[config.mk]
export PLATFORM = sky130hd
export DESIGN_NAME = imem_arbiter
export DESIGN_NICKNAME = d
export VERILOG_FILES = /design/src/rtl/imem_pkg.sv /design/src/rtl/imem_rr_arb.sv /design/src/rtl/imem_arbiter.sv
export SDC_FILE = /design/constraint.sdc
export NUM_CORES = 1
export LEC_CHECK = 0
export ABC_AREA = 1
export ABC_CLOCK_PERIOD_IN_PS = 5070
export CAP_MARGIN = 30
export CORE_AREA = 2 2 90 92
export CTS_CLUSTER_SIZE = 12
export DETAILED_ROUTE_END_ITERATION = 16
export DIE_AREA = 0 0 92 94
export DONT_BUFFER_PORTS = 1
export MAX_ROUTING_LAYER = met4
export PLACE_DENSITY = 0.37
export RECOVER_POWER = 50
export SLEW_MARGIN = 20
export SYNTH_ARGS = -nofsm -noshare
export SYNTH_HDL_FRONTEND = slang
export SYNTH_HIERARCHICAL = 1
export SYNTH_SLANG_ARGS = --single-unit
[constraint.sdc]
create_clock -name clk -period 5.07 [get_ports clk]
set_input_delay 1.014 -clock clk [delete_from_list [all_inputs] [get_ports clk]]
set_output_delay 1.014 -clock clk [all_outputs]
set_load 0.02 [all_outputs]
[src/rtl/imem_pkg.sv]
// rtl/imem_pkg.sv - shared types, constants and address check for the instruction memory arbiter
package imem_pkg;

    typedef enum logic {
        BOOT = 1'b0,
        RUN  = 1'b1
    } state_t;

    typedef enum logic {
        GNT_FETCH = 1'b0,
        GNT_LOAD  = 1'b1
    } grant_t;

    localparam logic [31:0] NOP_INSTR = 32'h0000_0013;

    typedef struct packed {
        logic in_range;
        logic misaligned;
    } addr_chk_t;

    // Out-of-range means any bit above the word index is set.
    function automatic addr_chk_t check_addr(input logic [31:0] addr, input int unsigned idx_w);
        addr_chk_t r;
        r.in_range   = ((addr >> (idx_w + 2)) == 32'd0);
        r.misaligned = (addr[1:0] != 2'b00);
        return r;
    endfunction

endpackage

[src/rtl/imem_rr_arb.sv]
// rtl/imem_rr_arb.sv - two-requester round-robin arbiter with a last-grant pointer
module imem_rr_arb (
    input  logic clk,
    input  logic rst_n,
    input  logic en,
    input  logic req_fetch,
    input  logic req_load,
    output logic gnt_fetch,
    output logic gnt_load
);
    import imem_pkg::*;

    grant_t last_q;

    always_comb begin
        gnt_fetch = 1'b0;
        gnt_load  = 1'b0;
        if (en) begin
            if (req_fetch && req_load) begin
                if (last_q == GNT_FETCH) gnt_load = 1'b1;
                else                     gnt_fetch = 1'b1;
            end else begin
                gnt_fetch = req_fetch;
                gnt_load  = req_load;
            end
        end
    end

    // Reset to FETCH so the loader wins the first tie.
    always_ff @(posedge clk or negedge rst_n) begin
        if (!rst_n) begin
            last_q <= GNT_FETCH;
        end else if (gnt_load) begin
            last_q <= GNT_LOAD;
        end else if (gnt_fetch) begin
            last_q <= GNT_FETCH;
        end
    end

endmodule

[src/rtl/imem_arbiter.sv]
// rtl/imem_arbiter.sv - instruction memory port sharing between fetch and loader; IMEM_PRELOAD_EN starts in RUN
module imem_arbiter #(
    parameter int          IDX_W     = 11,
    parameter logic [31:0] NOP_INSTR = imem_pkg::NOP_INSTR,
    parameter int          CNT_W     = 16
) (
    input  logic             clk,
    input  logic             rst_n,
    input  logic             f_valid,
    output logic             f_ready,
    input  logic [31:0]      f_addr,
    output logic             f_rsp_valid,
    output logic [31:0]      f_rsp_data,
    input  logic             l_valid,
    output logic             l_ready,
    input  logic [31:0]      l_addr,
    input  logic [31:0]      l_wdata,
    input  logic             l_last,
    output logic             m_en,
    output logic             m_we,
    output logic [IDX_W-1:0] m_addr,
    output logic [31:0]      m_wdata,
    input  logic [31:0]      m_rdata,
    output logic             run,
    output logic [CNT_W-1:0] boot_words,
    output logic             addr_err
);
    import imem_pkg::*;

`ifdef IMEM_PRELOAD_EN
    localparam state_t RESET_STATE = RUN;
`else
    localparam state_t RESET_STATE = BOOT;
`endif

    state_t           state_q;
    logic             f_rsp_valid_q;
    logic             oor_q;
    logic             addr_err_q;
    logic [CNT_W-1:0] boot_words_q;

    addr_chk_t f_chk;
    addr_chk_t l_chk;
    logic      arb_en;
    logic      gnt_fetch;
    logic      gnt_load;
    logic      f_acc;
    logic      l_acc;

    assign f_chk  = check_addr(f_addr, IDX_W);
    assign l_chk  = check_addr(l_addr, IDX_W);
    assign arb_en = rst_n && (state_q == RUN);

    imem_rr_arb u_arb (
        .clk       (clk),
        .rst_n     (rst_n),
        .en        (arb_en),
        .req_fetch (f_valid),
        .req_load  (l_valid),
        .gnt_fetch (gnt_fetch),
        .gnt_load  (gnt_load)
    );

    // Readies are held low while reset is asserted.
    always_comb begin
        f_ready = 1'b0;
        l_ready = 1'b0;
        if (rst_n) begin
            if (state_q == BOOT) begin
                l_ready = 1'b1;
            end else begin
                f_ready = gnt_fetch;
                l_ready = gnt_load;
            end
        end
    end

    assign f_acc = f_valid && f_ready;
    assign l_acc = l_valid && l_ready;

    // The arbiter guarantees at most one of f_acc/l_acc per cycle.
    assign m_en    = (l_acc && l_chk.in_range) || (f_acc && f_chk.in_range);
    assign m_we    = l_acc && l_chk.in_range;
    assign m_addr  = l_acc ? l_addr[IDX_W+1:2] : f_addr[IDX_W+1:2];
    assign m_wdata = l_wdata;

    always_ff @(posedge clk or negedge rst_n) begin
        if (!rst_n) begin
            state_q       <= RESET_STATE;
            f_rsp_valid_q <= 1'b0;
            oor_q         <= 1'b0;
            addr_err_q    <= 1'b0;
            boot_words_q  <= '0;
        end else begin
            f_rsp_valid_q <= f_acc;
            oor_q         <= f_acc && !f_chk.in_range;
            if ((f_acc && (f_chk.misaligned || !f_chk.in_range)) ||
                (l_acc && (l_chk.misaligned || !l_chk.in_range))) begin
                addr_err_q <= 1'b1;
            end
            if (state_q == BOOT && l_acc) begin
                if (boot_words_q != '1) begin
                    boot_words_q <= boot_words_q + 1'b1;
                end
                if (l_last) begin
                    state_q <= RUN;
                end
            end
        end
    end

    assign f_rsp_valid = f_rsp_valid_q;
    assign f_rsp_data  = oor_q ? NOP_INSTR : m_rdata;
    assign run         = (state_q == RUN);
    assign boot_words  = boot_words_q;
    assign addr_err    = addr_err_q;

endmodule

After elaboration in Yosys (flattened, before gate mapping)
Index checks and enable logic that the tools add are counted.
- ROM bits: 0
- output and inout bits: 98
- bits in writable memories: 0
- memories kept: 0
- register bits: 21
- latch bits: 0
- shift-type cells: 0
- bitwise logic cells: 1
- multipliers: 0
- magnitude comparators: 0
- reductions and logical operators: 23
- equal/unequal tests: 1
- $add $sub $neg: 1
- mux-type cells: 14
- divide/modulo/power cells: 0
- operators by type and width (operator ; number):
    $logic_not A32 Y1 ; 2
    $mux W32 ; 1
    $add A16 B1 Y16 const B ; 1
    $ne A16 B16 Y1 const B ; 1
    $mux W1 ; 12
    $mux W11 ; 1
    $logic_and A1 B1 Y1 ; 10
    $reduce_bool A2 Y1 ; 3
    $logic_or A1 B1 Y1 ; 4
    $reduce_and A2 Y1 ; 2
    $logic_not A1 Y1 ; 2
    $not A1 Y1 ; 1

Depth between registers and ports, before layout
- depth in word-level cells: 8
- gate-level depth with buffers: 15
- mapped depth without buffers: 13

Modules after synthesis
The synthesis kept the hierarchy.
- modules (own cells, without submodules) (module ; cells an instance ; instances ; area an instance (µm²)):
    imem_arbiter ; 337 ; 1 ; 1969.4
    imem_rr_arb ; 11 ; 1 ; 63.8

Worst setup path before layout
OpenSTA, ideal clock, no wires.
- path type: input port to output port
- start: input port rst_n
- end: output port m_en
- cell stages on the path: 8
- slack: 1765 ps
- data arrival time: 2291 ps
- path buffers: 0
- data required time: 4056 ps
- cell sequence: nand2_1 -> inv_1 -> nand2_1 -> a21oi_1 -> inv_1 -> nor2_1 -> nand2_1 -> o21ai_0
- cells in the longest elaborated chain, start to end: 7
- elaborated cells between the ends (all ways): 12
- those cells by class: 6 x mux; 6 x reduce/logical
- RTL lines (element ; RTL line ; RTL):
    start: declaration ; imem_arbiter.sv:8 ; input logic rst_n,
    $logic_and A1 B1 Y1 ; imem_arbiter.sv:52 ; assign arb_en = rst_n && (state_q == RUN);
    via arb_en ; imem_arbiter.sv:44 ; logic arb_en;
    $mux W1 ; imem_rr_arb.sv:18 ; if (en) begin
    via gnt_fetch ; imem_arbiter.sv:45 ; logic gnt_fetch;
    $mux W1 ; imem_arbiter.sv:69 ; if (state_q == BOOT) begin
    $mux W1 ; imem_arbiter.sv:68 ; if (rst_n) begin
    via f_ready ; imem_arbiter.sv:10 ; output logic f_ready,
    $logic_and A1 B1 Y1 ; imem_arbiter.sv:78 ; assign f_acc = f_valid && f_ready;
    $logic_and A1 B1 Y1 ; imem_arbiter.sv:82 ; assign m_en = (l_acc && l_chk.in_range) || (f_acc && f_chk.in_range);
    $logic_or A1 B1 Y1 ; imem_arbiter.sv:82 ;
    end: declaration ; imem_arbiter.sv:19 ; output logic m_en,
The timed path passes the listed nets, and every way through them passes these cells.

Worst setup path after layout
- start: input port rst_n
- end: output port m_addr[7]
- cells in the longest elaborated chain, start to end: 6
- RTL lines (element ; RTL line ; RTL):
    $logic_and A1 B1 Y1 ; imem_arbiter.sv:52 ;
    via arb_en ; imem_arbiter.sv:44 ;
    $mux W1 ; imem_rr_arb.sv:18 ;
    via gnt_load ; imem_arbiter.sv:46 ; logic gnt_load;
    $mux W1 ; imem_arbiter.sv:69 ;
    $mux W1 ; imem_arbiter.sv:68 ;
    $logic_and A1 B1 Y1 ; imem_arbiter.sv:79 ; assign l_acc = l_valid && l_ready;
    $mux W11 ; imem_arbiter.sv:84 ; assign m_addr = l_acc ? l_addr[IDX_W+1:2] : f_addr[IDX_W+1:2];
    end: declaration ; imem_arbiter.sv:21 ; output logic [IDX_W-1:0] m_addr,
The timed path passes the listed nets, and every way through them passes these cells.

==> results.py <==
metrics = {
    "status": {
        "status": "completed",
    },
    "route": {
        "via_count": 1884,
        "ant_nets": 0,
        "drt_wl_total_um": 6510,
        "drt_iter0_drc": 44,
        "drtPass1Iterations": 4,
        "wl_per_cell_um": 15.7,
        "drc": 0,
        "post_drt_via_cell_ratio": 4.54,
    },
    "cts": {
        "clk_pin_slew_worst_paths_ns": 0.09,
        "post_cts_buffers": 0,
        "clock_path_buffers": 2,
        "cts_sinks": 21,
        "numCtsBuffers": 3,
        "clkLatencyLatePin_ns": 0.27,
        "cts_tree": "done",
        "hold_buffers": 0,
        "htree_levels": 1,
        "cts.repair.resized": 0,
        "cts-root-buf": "clkbuf_8",
    },
    "power_and_ir_drop": {
        "p_leak_nw": 1.10,
        "worst_ir_drop_vdd_mv": 0.0776,
        "finalPower_w": 0.000357,
        "pwr_density_cell_nw_per_um2": 184,
    },
    "synthesis": {
        "yosysSeqAreaShare_pct": 25.8,
        "postSynthAreaPerCell_sq_um": 5.84,
        "synth-warning-count": 6,
        "synth_top_area_share_pct": 25.8,
        "synthCells": 348,
        "yosysUniqueCellTypes": 23,
        "synthTopCellsByArea": "dfrtp_1, nand2_1, buf_4, nor2_1, inv_1",
        "syn-cell-area_sq_um": 2030,
        "ys_ff_latch": 21,
        "syn_nets": 482,
        "synth_area_leader_cell": "dfrtp_1",
    },
    "placement": {
        "gp_congestion": 0.798,
        "preCtsSetupSlack_ns": 1.38,
        "port_buffers": 0,
        "dpl.hpwl_um": 5480,
        "place_area_sq_um": 1870,
    },
    "finish": {
        "syn_to_final_growth_pct": -4.68,
        "final_common_cell": "nand2_1",
        "final_nets": 448,
        "diodes": 0,
        "final_cell_mix": "nand2_1, nor2_1, inv_1",
        "final_cell_area_sq_um": 1940,
        "fillCellCount": 896,
        "drive_gt1_share_pct": 3.83,
    },
    "critical_path": {
        "path_buf_inv": 5,
        "arrival_ns": 2.59,
        "crit_top_cell": "nand2_1",
        "regToRegStartpoint": "run",
        "critPathCaptureType": "output pin",
        "slowest_stage": "and3_1",
        "regToRegSetupSlack_ns": 2.52,
        "path_cells": "nand2_1, inv_1, nand2_1, inv_1, nand2_1, inv_1, inv_1, nand2_1, and3_1, inv_1, nand2_1, nand2_1",
        "crit_type": "input pin to output pin",
        "slowest_delay_ns": 0.55,
        "cp_max_fo": 24,
        "cp_data_required_time_ns": 4.06,
        "worst_r2r_endpoint": "boot_words[12]",
        "cp-start-kind": "input pin",
        "path_delay_family": "simple AND/OR/NAND/NOR gates",
        "rr_worst_depth": 13,
    },
    "sta": {
        "period_minus_slack_ns": 3.61,
        "clock_skew_ns": 0.00193,
        "period_share_pct": 71.1,
        "worst_hold_slack_ns": 0.431,
        "rsz0062_at_grt": "false",
        "worstMarginPinSlew_ns": 0.774,
        "max_freq_mhz": 277,
        "finalHoldViolCount": 0,
        "drv_slew": 0,
        "maxSlewHeadroom_pct": 47.9,
        "setup_ws_ns": 1.46,
        "setup_viol": 0,
        "timing.setup.tns_ns": 0,
    },
    "job": {
        "maxCapViolations": 0,
    },
    "min_path": {
        "hold_class": "input pin to async pin",
    },
    "floorplan": {
        "die-area_sq_um": 8650,
        "core-area_sq_um": 7610,
        "die_w_um": 92,
        "core.rowCount": 32,
        "io_pins": 231,
        "initial_utilization_pct": 26.7,
        "die_y_um": 94,
    },
    "global_routing": {
        "grt_overflow": 0,
        "antenna_found_initial": 0,
        "grt_pass1_wl_um": 9630,
        "grt_use_total_pct": 15.0,
        "grt_max_degree": 33,
        "grt_pass1_vias": 1798,
    },
}
[worst register-to-register path, cell delays in order (launching register included)]
cell	delay, ns
dfrtp_1	0.54
nand2_1	0.12
inv_1	0.08
nand2_1	0.05
inv_1	0.04
nand2_1	0.05
inv_1	0.05
inv_1	0.04
nand2_1	0.04
and3_1	0.55
nand2_1	0.14
a21oi_2	0.58
nand2_1	0.12
nand2_1	0.08
[sequential cells by signal, indices dropped and copies added (netlist names)]
signal,count
boot_words,16
oor_q,1
u_arb/last_q,1
f_rsp_valid,1
run,1
addr_err,1
[cell type report]
type / count / area [sq um] / share of cell area (%)
multi-input combinational: 236 / 1030 / 53.1
sequential: 21 / 526 / 27.1
inverter: 51 / 191 / 9.88
tap: 102 / 128 / 6.58
clock buffer: 3 / 41.3 / 2.13
timing repair buffer: 1 / 15.0 / 0.775
clock inverter: 1 / 7.51 / 0.387
[per-stage QoR]
stage | cells | util [%]
detailed placement | 410 | 24.6
global route | 415 | 25.5
CTS | 414 | 25.3
global placement | 410 | 24.6
floorplan | 348 | -
finish | 415 | 25.5
[cells by family (layout without fill, tap and decap cells)]
kind of cell	Yosys count	count (layout)	synth area share, %
DFF	21	21	25.8
xor gates and xnor gates	11	11	4.74
adders and majority gates	1	1	0.615
buffers and inverters	91	56	23.5
AOI/OAI and AO/OA	5	5	1.54
and+or+nand+nor	219	219	43.8
[per-layer routing]
metal	vias to the layer above	part of all wire [%]	GRT usage (%)
li1	917	-	-
met1	861	45	18.9
met2	100	44	23.4
met3	6	10	5.06
met4	0	1.2	3.23
met5	-	0	-
[cells in the mapped netlist]
library cell	count
and2_0	2
inv_1	51
and3_1	1
dfrtp_1	21
nand4_1	6
nor3_4	1
o21ai_0	2
nand3_2	2
xor2_1	4
a21oi_1	1
ha_1	1
xnor2_1	7
clkbuf_1	4
buf_4	34
buf_6	1
a21boi_0	1
buf_2	1
or2_2	3
nor2_1	68
nand3_1	9
nand2_1	126
nor3_1	1
a21oi_2	1
[power breakdown]
group | switching [W] | internal [W]
combinational | 0.0000547 | 0.0000138
sequential | 0.00000190 | 0.000169
clock | 0.0000619 | 0.0000556
[worst max path at each step]
stage / from / endpoint / slack, ns / cells past startpoint
after global routing: rst_n / m_addr[2] / 1.14 / 12
after floorplan: rst_n / m_en / 1.76 / 8
after detailed placement: rst_n / m_addr[7] / 1.38 / 12
after CTS: rst_n / m_addr[7] / 1.38 / 12
after global placement: rst_n / m_addr[10] / 1.45 / 12
final: rst_n / m_addr[7] / 1.46 / 12
Power figures use the tool's default switching activity.
